## src/rtl/radar_frame_pkg.sv

```systemverilog
// rtl/radar_frame_pkg.sv - marker constants, state and word-kind types shared by the frame parser
package radar_frame_pkg;

  // Marker values are also used by the sample synchronizer that builds the frames
  localparam logic [31:0] FIRST_CMD_DEFAULT = 32'h4652_5354;
  localparam logic [31:0] LAST_CMD_DEFAULT  = 32'h4c41_5354;

  typedef enum logic {
    HUNT  = 1'b0,
    FRAME = 1'b1
  } state_t;

  typedef enum logic [1:0] {
    WORD_DATA  = 2'd0,
    WORD_FIRST = 2'd1,
    WORD_LAST  = 2'd2
  } word_kind_t;

  function automatic word_kind_t classify_word(input logic [31:0] low_half,
                                               input logic [31:0] first_cmd,
                                               input logic [31:0] last_cmd);
    if (low_half == first_cmd) begin
      return WORD_FIRST;
    end else if (low_half == last_cmd) begin
      return WORD_LAST;
    end
    return WORD_DATA;
  endfunction

endpackage

```

## src/rtl/radar_frame_outreg.sv

```systemverilog
// rtl/radar_frame_outreg.sv - single-entry payload output register with valid/ready
module radar_frame_outreg (
  input  logic        clk,
  input  logic        reset,
  input  logic        load,
  input  logic [63:0] load_data,
  input  logic        load_last,
  input  logic        m_tready,
  output logic        o_valid,
  output logic [63:0] o_data,
  output logic        o_last
);

  logic        valid_q, valid_d;
  logic [63:0] data_q, data_d;
  logic        last_q, last_d;

  // The parent only asserts load when the register is empty or draining this cycle
  always_comb begin
    valid_d = load | (valid_q & ~m_tready);
    data_d  = load ? load_data : data_q;
    last_d  = load ? load_last : last_q;
  end

  always_ff @(posedge clk) begin
    if (reset) begin
      valid_q <= 1'b0;
      data_q  <= 64'd0;
      last_q  <= 1'b0;
    end else begin
      valid_q <= valid_d;
      data_q  <= data_d;
      last_q  <= last_d;
    end
  end

  assign o_valid = valid_q;
  assign o_data  = data_q;
  assign o_last  = last_q;

endmodule

```

## src/rtl/radar_frame_parser.sv

```systemverilog
// rtl/radar_frame_parser.sv - strips FRST/LAST markers, forwards payload with regenerated tlast
module radar_frame_parser
  import radar_frame_pkg::*;
#(
  parameter int unsigned ALIGN_WORDS = 0,
  parameter logic [31:0] FIRST_CMD   = FIRST_CMD_DEFAULT,
  parameter logic [31:0] LAST_CMD    = LAST_CMD_DEFAULT
) (
  input  logic        clk,
  input  logic        reset,
  input  logic [63:0] s_axis_tdata,
  input  logic        s_axis_tvalid,
  output logic        s_axis_tready,
  output logic [63:0] m_axis_tdata,
  output logic        m_axis_tvalid,
  output logic        m_axis_tlast,
  input  logic        m_axis_tready,
  output logic [31:0] frame_start_ts,
  output logic [31:0] frame_end_ts,
  output logic [31:0] frame_len,
  output logic        frame_done,
  output logic        err_truncated,
  output logic        err_misaligned,
  output logic [15:0] dropped_words
);

  localparam logic [31:0] ALIGN_MASK = (ALIGN_WORDS == 0) ? 32'd0 : 32'(ALIGN_WORDS - 1);

  state_t      state_q, state_d;
  logic        h_valid_q, h_valid_d;
  logic [63:0] h_data_q, h_data_d;
  logic [31:0] count_q, count_d;
  logic [31:0] start_ts_q, start_ts_d;
  logic [31:0] end_ts_q, end_ts_d;
  logic [31:0] len_q, len_d;
  logic        done_q, done_d;
  logic        trunc_q, trunc_d;
  logic        misal_q, misal_d;
  logic [15:0] dropped_q, dropped_d;

  logic        o_valid;
  logic        o_load;
  logic        o_last_in;
  logic        accept;
  word_kind_t  kind;

  assign kind          = classify_word(s_axis_tdata[31:0], FIRST_CMD, LAST_CMD);
  assign s_axis_tready = (state_q == HUNT) | ~o_valid | m_axis_tready;
  assign accept        = s_axis_tvalid & s_axis_tready;

  always_comb begin
    state_d    = state_q;
    h_valid_d  = h_valid_q;
    h_data_d   = h_data_q;
    count_d    = count_q;
    start_ts_d = start_ts_q;
    end_ts_d   = end_ts_q;
    len_d      = len_q;
    dropped_d  = dropped_q;
    done_d     = 1'b0;
    trunc_d    = 1'b0;
    misal_d    = 1'b0;
    o_load     = 1'b0;
    o_last_in  = 1'b0;

    if (accept) begin
      if (state_q == HUNT) begin
        if (kind == WORD_FIRST) begin
          start_ts_d = s_axis_tdata[63:32];
          count_d    = 32'd0;
          state_d    = FRAME;
        end else if (dropped_q != 16'hFFFF) begin
          dropped_d = dropped_q + 16'd1;
        end
      end else if (kind == WORD_DATA) begin
        // One word of lookahead in H lets tlast land on the real final payload word
        o_load    = h_valid_q;
        h_valid_d = 1'b1;
        h_data_d  = s_axis_tdata;
        if (count_q != 32'hFFFF_FFFF) begin
          count_d = count_q + 32'd1;
        end
      end else begin
        o_load    = h_valid_q;
        o_last_in = 1'b1;
        h_valid_d = 1'b0;
        len_d     = count_q;
        done_d    = 1'b1;
        misal_d   = |(count_q & ALIGN_MASK);
        if (kind == WORD_LAST) begin
          end_ts_d = s_axis_tdata[63:32];
          state_d  = HUNT;
        end else begin
          // FRST inside a frame closes the old frame and opens a new one
          trunc_d    = 1'b1;
          start_ts_d = s_axis_tdata[63:32];
          count_d    = 32'd0;
        end
      end
    end
  end

  always_ff @(posedge clk) begin
    if (reset) begin
      state_q    <= HUNT;
      h_valid_q  <= 1'b0;
      h_data_q   <= 64'd0;
      count_q    <= 32'd0;
      start_ts_q <= 32'd0;
      end_ts_q   <= 32'd0;
      len_q      <= 32'd0;
      done_q     <= 1'b0;
      trunc_q    <= 1'b0;
      misal_q    <= 1'b0;
      dropped_q  <= 16'd0;
    end else begin
      state_q    <= state_d;
      h_valid_q  <= h_valid_d;
      h_data_q   <= h_data_d;
      count_q    <= count_d;
      start_ts_q <= start_ts_d;
      end_ts_q   <= end_ts_d;
      len_q      <= len_d;
      done_q     <= done_d;
      trunc_q    <= trunc_d;
      misal_q    <= misal_d;
      dropped_q  <= dropped_d;
    end
  end

  radar_frame_outreg u_outreg (
    .clk       (clk),
    .reset     (reset),
    .load      (o_load),
    .load_data (h_data_q),
    .load_last (o_last_in),
    .m_tready  (m_axis_tready),
    .o_valid   (o_valid),
    .o_data    (m_axis_tdata),
    .o_last    (m_axis_tlast)
  );

  assign m_axis_tvalid  = o_valid;
  assign frame_start_ts = start_ts_q;
  assign frame_end_ts   = end_ts_q;
  assign frame_len      = len_q;
  assign frame_done     = done_q;
  assign err_truncated  = trunc_q;
  assign err_misaligned = misal_q;
  assign dropped_words  = dropped_q;

endmodule

```

## config.mk

```make
export PLATFORM = sky130hd
export DESIGN_NAME = radar_frame_parser
export DESIGN_NICKNAME = d
export VERILOG_FILES = /design/src/rtl/radar_frame_pkg.sv /design/src/rtl/radar_frame_outreg.sv /design/src/rtl/radar_frame_parser.sv
export SDC_FILE = /design/constraint.sdc
export NUM_CORES = 1
export LEC_CHECK = 0
export CORE_AREA = 3 3 127 221
export CTS_CLUSTER_DIAMETER = 200
export DETAILED_ROUTE_END_ITERATION = 8
export DIE_AREA = 0 0 130 224
export PLACE_DENSITY = 0.66
export SYNTH_ARGS = -nofsm -noshare
export SYNTH_HDL_FRONTEND = slang
export SYNTH_SLANG_ARGS = --single-unit
```

## constraint.sdc

```tcl
create_clock -name clk -period 2.2 [get_ports clk]
set_clock_uncertainty 0.05 [all_clocks]
set_input_delay 0.44 -clock clk [delete_from_list [all_inputs] [get_ports clk]]
set_output_delay 0.44 -clock clk [all_outputs]
set_load 0.03 [all_outputs]
```

### Word-level counts from Yosys, hierarchy flattened

Index checks and enable logic that the tools add are counted.

* bits in registers: 278
* input bits: 68
* output and inout bits: 182
* word-level logic and storage cells: 70

* $add $sub $neg: 2
* eq/ne operators: 10
* multiplexer cells: 24
* bitwise gates (word level): 11
* reductions and logical operators: 10

Operators with widths (count)
* two-way mux 32 bit: 9
* == test 32 x 31 -> 1 bit (second input constant): 2
* adder 32 x 1 -> 32 bit (second input constant): 1
* inequality test 32 bit (second input constant): 1
* adder 16 x 1 -> 16 bit (second input constant): 1
* inequality test 16 bit (second input constant): 1
* AND reduction 4 bit: 4
* two-way mux 1 bit: 12
* two-way mux 2 bit: 3
* inverter 1 bit: 6
* AND reduction 3 bit: 2
* inequality test 2 bit (second input constant): 2
* OR reduction 4 bit: 1
* inequality test 3 x 2 -> 1 bit (second input constant): 1
* inequality test 3 bit (second input constant): 1
* OR 1 bit: 3
* AND 1 bit: 2
* == test 2 x 1 -> 1 bit (second input constant): 1
* == test 2 bit (second input constant): 1
* zero test 2 bit: 1
* AND reduction 2 bit: 1
* nonzero test 2 bit: 1

### Longest topological paths before layout

Gate-level depths: netlist of run 1.

* word-level depth: 8
* mapped depth: 8
* gate-level depth less buffers: 7

### Hierarchy

From an unflattened synthesis of run 1, not the netlist that was laid out.

* cells, all modules: 1234
* area total of the unflattened synthesis: 10774.1 um^2

Modules (own cells, without submodules)
* radar_frame_parser: instances 1, cells an instance 1020, area each 8388.0 um^2, seq. area each 4244.1 um^2
* radar_frame_outreg: instances 1, cells an instance 214, area each 2386.0 um^2, seq. area each 1321.3 um^2

### Worst setup path before layout of run 1

No wires, ideal clock.

* kind: input to register
* start: input port s_axis_tdata[0]
* end: register count_q[2]
* library setup time: 117 ps
* data arrival time: 2204 ps
* data required time: 2033 ps
* slack: -171 ps
* stages on the path: 8
* buffers on the path: 2
* path through: nor4b_1 nand4_1 or3_1 buf_2 a21oi_2 buf_2 nor2_1 a32o_1

* word-level cells in the longest chain between the ends: 7
* elaborated cells between the ends (all ways): 15
* those cells by class: 6 x eq/ne; 6 x mux; 3 x reduce/logical

RTL lines
* start, declared: RTL line radar_frame_parser.sv:11 `input logic [63:0] s_axis_tdata,`
* == test 32 x 31 -> 1 bit: RTL line radar_frame_pkg.sv:24 `end else if (low_half == last_cmd) begin`
* two-way mux 1 bit: RTL line radar_frame_pkg.sv:24
* two-way mux 1 bit: RTL line radar_frame_pkg.sv:22 `if (low_half == first_cmd) begin`
* two-way mux 2 bit (*): RTL line radar_frame_pkg.sv:27 `return WORD_DATA;`
* == test 2 bit, or another cell as far along: RTL line radar_frame_parser.sv:90 `if (kind == WORD_LAST) begin`
* inequality test 3 bit (no line), or another cell as far along
* AND reduction 4 bit (no line) or two-way mux 32 bit (tied branches)
* end signal, assigned: RTL line radar_frame_parser.sv:120 `count_q <= count_d;`
* end, declared: RTL line radar_frame_parser.sv:32 `logic [31:0] count_q, count_d;`

Every way passes the cells marked *; elsewhere a longest branch is shown, timed or not.
A chain may end at the register's enable or synchronous reset.

### Worst setup path after layout of run 1

* start: register count_q[18]
* end: register count_q[9]

* word-level cells in the longest chain between the ends: 3

RTL lines
* inequality test 32 bit: RTL line radar_frame_parser.sv:80 `if (count_q != 32'hFFFF_FFFF) begin`
* inequality test 3 x 2 -> 1 bit (no line)
* AND reduction 4 bit (no line)

Every way passes these cells.

==> results of run 1 <==
-- through the flow --
step,utilization,area (um^2)
6_report,0.5795,15410
3_3_place_gp,0.5326,14160
2_1_floorplan,-,10570
5_1_grt,0.5794,15410
3_5_place_dp,0.5326,14160
4_1_cts,0.5716,15200
-- worst max-delay path, cell delays in order, from the launching register on --
cell	delay (ns)
dfxtp_1	0.31
buf_4	0.14
and4_1	0.18
and4_1	0.26
a21oi_2	0.28
a21oi_4	0.14
buf_12	0.15
buf_12	0.11
buf_16	0.13
o31ai_1	0.27
a21oi_1	0.10
-- report_power, final --
group	total, mW	switching, mW	internal, mW
combinational	0.347	0.188	0.159
clock	4.23	1.88	2.35
sequential	5.04	0.00598	5.03
-- cell type report --
class / count / area, um^2 / share of cell area
Clock buffer: 37 / 750.7 / 0.04872
Antenna cell: 2 / 5.005 / 0.0003248
Timing Repair Buffer: 383 / 3860 / 0.2505
Clock inverter: 7 / 35.03 / 0.002274
Inverter: 4 / 15.01 / 0.0009744
Sequential cell: 278 / 5582 / 0.3622
Multi-Input combinational cell: 915 / 4756 / 0.3086
Tap cell: 324 / 405.4 / 0.02631
-- logic make-up after synthesis --
logic type               after synthesis  synth area share
AND/OR/NAND/NOR                      602            0.2495
adder cells (fa/ha/maj)                2          0.002387
AO/OA/AOI/OAI                        258            0.1331
other                                  1         0.0003578
XOR/XNOR                              19           0.01588
flip-flops                           278            0.5310
multiplexers                          33           0.03164
buffers and inverters                 90           0.03605
-- path summary, 6_finish.rpt --
check / start / end / slack [ns] / cells after the start
setup / recovery: count_q[18] / count_q[9] / -0.05 / 10
hold / removal: reset / count_q[1] / 0.12 / 2
setup reg to reg: count_q[18] / count_q[9] / -0.05 / 10
hold reg to reg: h_data_q[43] / u_outreg.o_data[43] / 0.40 / 2
-- state kept, by name, summed over array words and instances (netlist names), 16 cells and up --
| register | flops |
|---|---|
| frame_start_ts | 32 |
| dropped_words | 16 |
| count_q | 32 |
| h_data_q | 64 |
| frame_end_ts | 32 |
| frame_len | 32 |
| u_outreg.o_data | 64 |
-- cells in the final DEF (no fill, tap or decap), types with 4 or more instances in the layout --
| cell | netlist | routed |
|---|---|---|
| nand3_1 | 16 | 15 |
| nand4_1 | 15 | 15 |
| clkdlybuf4s15_1 | 0 | 7 |
| a21oi_1 | 218 | 214 |
| inv_1 | 4 | 4 |
| and2_1 | 9 | 8 |
| clkbuf_8 | 0 | 9 |
| dlymetal6s2s_1 | 0 | 4 |
| xnor2_1 | 17 | 17 |
| dfxtp_2 | 0 | 13 |
| o21ai_0 | 16 | 13 |
| or3_1 | 12 | 8 |
| buf_12 | 0 | 22 |
| buf_4 | 2 | 103 |
| nand2_1 | 417 | 415 |
| and3_1 | 7 | 7 |
| or3_4 | 0 | 4 |
| o31ai_1 | 4 | 4 |
| mux2i_1 | 32 | 31 |
| nor2_1 | 67 | 64 |
| nor4b_4 | 0 | 4 |
| clkinv_2 | 0 | 7 |
| clkbuf_16 | 0 | 27 |
| a21oi_2 | 1 | 4 |
| and4_1 | 6 | 6 |
| nor3_1 | 17 | 17 |
| dfxtp_1 | 278 | 265 |
| buf_6 | 1 | 5 |
| clkbuf_1 | 62 | 4 |
| clkdlybuf4s50_1 | 0 | 206 |
| dlygate4sd2_1 | 0 | 27 |
| or4_1 | 7 | 7 |
-- timing repair --
action,CTS,global route
endpoints found under the setup margin,209,67
endpoints found under the hold margin,0,0
resized for setup,65,38
pin swaps,13,21
cloned,4,2
setup buffers,8,8
-- metal layers --
layer  up-vias  routed length, um  track usage
li1       4929                  -            -
met1      4575              12100       0.2359
met2       305              18070       0.4039
met3        91               1625      0.03794
met4         0               1615       0.1097
met5         -                  0            0
==> flow_summary.yaml, run 1 <==
timing:
  whs_ns: 0.1159
  max_freq_mhz: 444.0
  fin_crit_sh: 1.024
  timing.final.ws_setup_ns: -0.05240
  relSlewSlack: 0.6502
  drv_slew: 0
  min_period_ns: 2.252
  rsz0062_at_grt: "true"
  tightest_slew_ns: 0.5247
  setup_violations: 3
  final_hold_viol_count: 0
  fin_setup_tns_ns: -0.08118
global_routing:
  antenna_found_initial: 2
  grt.overflow.total: 0
  grt_pass1_wl_um: 51070
  grt.total_usage: 0.2195
  grt_max_degree: 67
  first_global_vias: 9655
status:
  violations: "negative setup slack"
  outcome: "finished, violations left"
pwr:
  total_power_mw: 9.615
  p_per_area_nw_per_um2: 624.0
  peakVddDrop_uv: 657.9
  leakagePower_nw: 5.408
synthesis:
  synth.avg_cell_area_um2: 8.168
  yosysMostFrequentCell: "nand2_1"
  synthArstFlopShare: 0
  yosys_most_used_dff: "dfxtp_1"
  yosysTopAreaCell: "dfxtp_1"
  ys_top_cells_by_count: "nand2_1 (417), dfxtp_1 (278), a21oi_1 (218)"
  synth_top_cell_area_share: 0.5310
  synth_area_leaders: "dfxtp_1 (53%), nand2_1 (15%), a21oi_1 (10%), mux2i_1 (3.1%), nor2_1 (2.4%)"
  synth_warnings: 0
  synth_edf_count: 0
  seq_area_frac_synth: 0.5310
  ys_seq_elements: 278
  synth_fp_nets: 1353
  synth_cells: 1283
  syn_area_um2: 10480
  synth.distinct_cells: 54
min_path:
  hold_path_class: "primary input to flop"
worst_setup_path:
  startpoint_type: "flop"
  worst-path-max-fanout: 6
  arrival_ns: 2.63
  worst_setup_path_end_kind: "flop"
  crit_type: "flop to flop"
  critPathRequiredTime_ns: 2.57
die:
  die_w_um: 130
  core_area_um2: 26590
  ios: 250
  die-area_um2: 29120
  rows: 79
  die_y_um: 224
  initial_core_util: 0.3941
job:
  max_cap_viol_count: 0
layout:
  nets: 1677
  fill_cells: 2352
  final-instance-count-excl-fill: 1950
  drive_gt1_frac: 0.1459
  area_growth_pct: 47.03
clock_network:
  clk_latency_ns: 0.54
  cts_buffers: 25
  clockBufferDepth: 3
  cts_tree: "built"
  clockRootBuffer: "clkbuf_16"
  htree_levels: 1
  clkTransAtPathRegs_ns: 0.07
  holdBufCountCts: 0
  clkSinkCount: 278
detailed_routing:
  drt_iter0_markers: 641
  ant_nets: 0
  totalWireLength_um: 33410
  viasPerCell: 5.077
  vias: 9900
  dr.pass1.iters: 5
  route.detailed.drc: 0
  post_drt_wl_per_cell_um: 17.14
place:
  dp_cells: 1884
  pre_cts_slack_ns: -0.8528
  hpwlAfterDp_um: 22990
  gp_congestion: 0.8559
  numPortBuffers: 248
Note: power is estimated with default switching activity, not from simulation.
==> run 2, diff against run 1 <==
GPL_ROUTABILITY_DRIVEN = 0   (was not set)
TNS_END_PERCENT = 20   (was not set)
==> run 2 against run 1 <==
Effect of this change: cell count up 0.67%; the run now ends clean; sequential power barely moved; combinational power is 5% higher; via count rose by 2.2%; largest cell class unchanged; highest routed layer unchanged; flip-flop and latch count did not move.
==> flow_summary.yaml, run 2 (synthesized netlist as in run 1, its figures left out) <==
status:
  outcome: "complete, no violations"
timing:
  whs_ns: 0.1077
  final_hold_viol_count: 0
  drv_slew: 0
  setup_violations: 0
  rsz0062_at_grt: "true"
  tightest_slew_ns: 0.7110
  max_freq_mhz: 459.5
  relSlewSlack: 0.5260
  fin_crit_sh: 0.9892
  fin_setup_tns_ns: 0
  min_period_ns: 2.176
pwr:
  p_per_area_nw_per_um2: 663.2
  leakagePower_nw: 5.561
  peakVddDrop_uv: 596.8
clock_network:
  htree_levels: 1
  cts_buffers: 26
  clkSinkCount: 278
  clockBufferDepth: 3
  holdBufCountCts: 0
  cts_tree: "built"
  clockRootBuffer: "clkbuf_16"
  clk_latency_ns: 0.53
  clkTransAtPathRegs_ns: 0.07
global_routing:
  use_met2: 0.4176
  grt.overflow.total: 0
  first_global_vias: 9742
  grt_max_degree: 79
  grt.total_usage: 0.2185
  antenna_found_initial: 1
  grt.busiest_layer: "met2"
  grtUsageMet3: 0.03627
  grt_pass1_wl_um: 51340
  met1_usage: 0.2355
detailed_routing:
  dr.pass1.iters: 5
  ant_nets: 0
  post_drt_wl_per_cell_um: 17.14
  vias: 10110
  drt_iter0_markers: 425
  viasPerCell: 5.152
  totalWireLength_um: 33650
  route.detailed.drc: 0
worst_setup_path:
  cp_slowest_cell: "mux2_2"
  crit_type: "primary input to flop"
  crit_family: "buffers and inverters"
  max_stage_delay_ns: 0.33
  rrSetupSlack_ns: 0.04
  startpoint_type: "primary input"
  crit_top_cell: "buf_4"
  r2r_cells: 7
  critPathRequiredTime_ns: 2.57
  crit_chain: "clkdlybuf4s15_1 > nor4bb_2 > nand4_1 > buf_4 > buf_6 > buf_4 > o311ai_2 > buf_4 > nor2_1 > nand4_1 > mux2_2"
  reg2reg_from: "count_q[3]"
  critical_path_buf_inv_count: 5
  arrival_ns: 2.55
  worst-path-max-fanout: 4
  worst_setup_path_end_kind: "flop"
  r2r_end: "count_q[27]"
layout:
  area_growth_pct: 49.19
  seq_area_um2: 5579
  fill_cells: 2374
  drive_gt1_frac: 0.1581
  nets: 1690
  final_cell_mix: "nand2_1 (415), dfxtp_1 (267), a21oi_1 (212)"
  layout_commonest_cell: "nand2_1"
  multi_input_area_um2: 4762
die:
  initial_core_util: 0.3941
  rows: 79
  core_area_um2: 26590
  die_y_um: 224
  die_w_um: 130
  die-area_um2: 29120
  ios: 250
min_path:
  min-delay-start: "s_axis_tdata[6]"
  hold_path_class: "primary input to flop"
  min_to: "h_data_q[6]"
  holdPathStages: 3
place:
  hpwlAfterDp_um: 22800
  numPortBuffers: 248
job:
  max_cap_viol_count: 0
[run 2: metrics by stage]
| step | std cells | utilization | total power [mW] | area (um^2) | setup slack [ns] |
|---|---|---|---|---|---|
| final | 1963 | 0.5880 | 10.37 | 15640 | 0.02382 |
| after detailed placement | 1891 | 0.5341 | 5.512 | 14200 | -1.066 |
| after global placement | 1891 | 0.5341 | 5.511 | 14200 | -1.033 |
| after floorplan | 1283 | - | 5.266 | 10560 | -0.05307 |
| after global routing | 1963 | 0.5880 | 10.69 | 15640 | -0.05986 |
| after CTS | 1953 | 0.5770 | 10.48 | 15340 | -0.001025 |
[run 2: cell type report]
cell class / instances / area share
clock buffers: 38 / 0.05226
clock inverters: 8 / 0.009443
repair buffers: 393 / 0.2498
multi-input cells: 917 / 0.3046
well taps: 324 / 0.02593
diodes: 1 / 0.0001601
flip-flops and latches: 278 / 0.3568
inverters: 4 / 0.0009603
[run 2: worst reg2reg max path, cell delays in order (launching register included)]
cell and delay, ns:
dfxtp_2 0.33, nand4_1 0.26, nand2b_2 0.33, a2111oi_4 0.34
a22oi_2 0.15, buf_6 0.15, or3_1 0.36, a21oi_2 0.14
[run 2: repair_timing]
action,4_1_cts,5_1_grt
buffers inserted,14,4
hold endpoints to repair,0,0
setup endpoints to repair,215,172
cloned,2,5
resized for setup,77,44
pin swaps,18,18
[run 2: metal layers]
| layer | vias up | wire, um | share of wire |
|---|---|---|---|
| li1 | 4965 | - | - |
| met4 | 0 | 1228 | 0.036 |
| met3 | 77 | 1580 | 0.047 |
| met5 | - | 0 | 0 |
| met2 | 293 | 18770 | 0.56 |
| met1 | 4778 | 12080 | 0.36 |
[run 2: power breakdown]
group,leakage (nW),switching [mW],total (mW),internal [mW]
logic,2.84,0.194,0.364,0.169
registers,2.24,0.00608,5.04,5.03
clock network,0.478,1.93,4.97,3.04
total,5.56,2.13,10.4,8.24
[run 2: worst max path at each step]
| stage | from | end | slack (ns) | depth (start not counted) |
|---|---|---|---|---|
| finish | s_axis_tdata[9] | dropped_words[13] | 0.02 | 11 |
| global route | count_q[3] | count_q[22] | -0.06 | 7 |
| CTS | s_axis_tdata[4] | count_q[22] | -0.001 | 11 |
| detailed placement | s_axis_tdata[30] | count_q[7] | -1.07 | 9 |
| global placement | s_axis_tdata[6] | count_q[7] | -1.03 | 9 |
| floorplan | s_axis_tdata[23] | dropped_words[10] | -0.05 | 7 |
==> run 3, diff against run 2 <==
CORE_AREA = 8 8 132 226   (was 3 3 127 221)
DIE_AREA = 0 0 140 234   (was 0 0 130 224)
RECOVER_POWER = 100   (was not set)
clock period = 2 ns   (was 2.2 ns; I/O delays follow)
==> run 3 against run 2 <==
Effect of this change: the run now ends with negative setup slack left; wire length grew 16%; combinational power is 9.3% higher; worst setup slack lost 0.25 ns; clock-buffer cell count up 3; clock power up 4.8%; largest power group unchanged.
==> flow_summary.yaml, run 3 (synthesized netlist as in run 1, its figures left out) <==
status:
  outcome: "finished, violations left"
  violations: "negative setup slack"
worst_setup_path:
  worst_setup_path_end_kind: "flop"
  crit_path_end: "count_q[2]"
  crit_type: "flop to flop"
  worst-path-max-fanout: 6
  critPathLaunch: "count_q[3]"
  r2r_cells: 10
  arrival_ns: 2.60
  rrSetupSlack_ns: -0.23
  r2r_end: "count_q[2]"
  reg2reg_from: "count_q[3]"
  critPathRequiredTime_ns: 2.38
  startpoint_type: "flop"
place:
  dp_cells: 1900
  numPortBuffers: 248
  hpwlAfterDp_um: 24270
  pre_cts_slack_ns: -1.187
  dpl_cell_area_um2: 14310
timing:
  final_hold_viol_count: 0
  max_freq_mhz: 449.1
  tightest_slew_ns: 0.7756
  setup_violations: 161
  relSlewSlack: 0.4829
  fin_crit_sh: 1.113
  min_period_ns: 2.227
  timing.final.ws_setup_ns: -0.2267
  rsz0062_at_grt: "true"
  fin_setup_tns_ns: -9.874
  drv_slew: 0
detailed_routing:
  viasPerCell: 5.239
  ant_nets: 0
  dr.pass1.iters: 5
  vias: 10540
  m1WireLength_um: 13370
  drt_iter0_markers: 586
  routed.top_layer: "met5"
  totalWireLength_um: 38900
  post_drt_wl_per_cell_um: 19.34
  wl_met3_um: 2268
  wl_met2_um: 20950
  route.detailed.drc: 0
layout:
  fill_cells: 2358
  postLayoutCoreUtil: 0.6182
  nets: 1731
  drive_gt1_frac: 0.2421
  layout_commonest_cell: "nand2_1"
  final-instance-count-excl-fill: 2011
  final_cell_mix: "nand2_1 (368), dfxtp_1 (267), dlygate4sd2_1 (183)"
  postLayoutCellArea_um2: 16580
  area_growth_pct: 58.24
pwr:
  p_comb_frac: 0.036
  leakagePower_nw: 6.886
  p_int_mw: 8.796
  p_clk_frac: 0.467
  p_seq_frac: 0.497
  p_switching_mw: 2.355
  switching_share: 0.2112
  p_per_area_nw_per_um2: 672.5
  peakVddDrop_uv: 701.8
clock_network:
  clkTransAtPathRegs_ns: 0.07
  clk_latency_ns: 0.54
  holdBufCountCts: 0
  htree_levels: 1
  clkSinkCount: 278
  cts_tree: "built"
  cts_buffers: 26
  clockBufferDepth: 3
  clockRootBuffer: "clkbuf_16"
die:
  core_area_um2: 26830
  ios: 250
  die_w_um: 140
  rows: 80
  die_y_um: 234
  die-area_um2: 32760
  initial_core_util: 0.3907
min_path:
  min-delay-start: "s_axis_tdata[9]"
  hold_path_class: "primary input to flop"
global_routing:
  antenna_found_initial: 3
  grt_pass1_wl_um: 55970
  grt_max_degree: 160
  first_global_vias: 10210
  grt.overflow.total: 0
  grt.total_usage: 0.2138
job:
  max_cap_viol_count: 0
## run 3: critical path, stage by stage (launching register included)
cell and delay, ns:
dfxtp_2 0.35, nand4_1 0.14, buf_4 0.19, nor4_4 0.31, buf_4 0.19, a21oi_4 0.07, a21oi_4 0.30, buf_6 0.16
buf_12 0.10, nor2_4 0.04, a32o_1 0.21
## run 3: timing repair
action	in CTS	in global routing
endpoints found under the setup margin	390	207
pin swaps	31	66
setup buffers	31	13
gates cloned	11	11
gates resized for setup	341	169
## run 3: worst min path at each step
stage | endpoint | cells past startpoint | slack, ns
after floorplan | u_outreg.o_data[0] | 2 | 0.38
after global placement | u_outreg.o_data[45] | 2 | 0.39
after detailed placement | u_outreg.o_data[45] | 2 | 0.39
after CTS | h_data_q[30] | 3 | 0.04
after global routing | h_data_q[30] | 3 | 0.05
final | h_data_q[9] | 3 | 0.07
## run 3: final cells by class
| cell class | instances | area [um^2] | area share |
|---|---|---|---|
| sequential | 278 | 5579 | 0.3364 |
| clock inverter | 7 | 110.1 | 0.006640 |
| timing repair buffer | 434 | 4379 | 0.2641 |
| tap | 328 | 410.4 | 0.02475 |
| inverter | 4 | 15.01 | 0.0009054 |
| multi-input combinational | 917 | 5296 | 0.3194 |
| antenna | 2 | 5.005 | 0.0003018 |
| clock buffer | 41 | 788.3 | 0.04753 |
## run 3: stage by stage
step	hold slack, ns	total power, mW
final	0.07361	11.15
after global placement	0.3860	6.049
after detailed placement	0.3924	6.050
after floorplan	0.3822	5.797
after CTS	0.03977	11.27
after global routing	0.04786	11.52
## run 3: routing by layer
layer | track usage | up-vias
met1 | 0.2099 | 4995
li1 | - | 5063
met2 | 0.4067 | 349
met4 | 0.1149 | 2
met3 | 0.05075 | 126
met5 | 0 | -
## run 3: power groups by stage
stage               logic [mW]  clock network [mW]  registers, mW
finish                   0.398                5.21           5.54
global route             0.422                5.56           5.54
CTS                      0.385                5.34           5.54
detailed placement       0.382                   0           5.67
global placement         0.381                   0           5.67
floorplan                0.121                   0           5.68
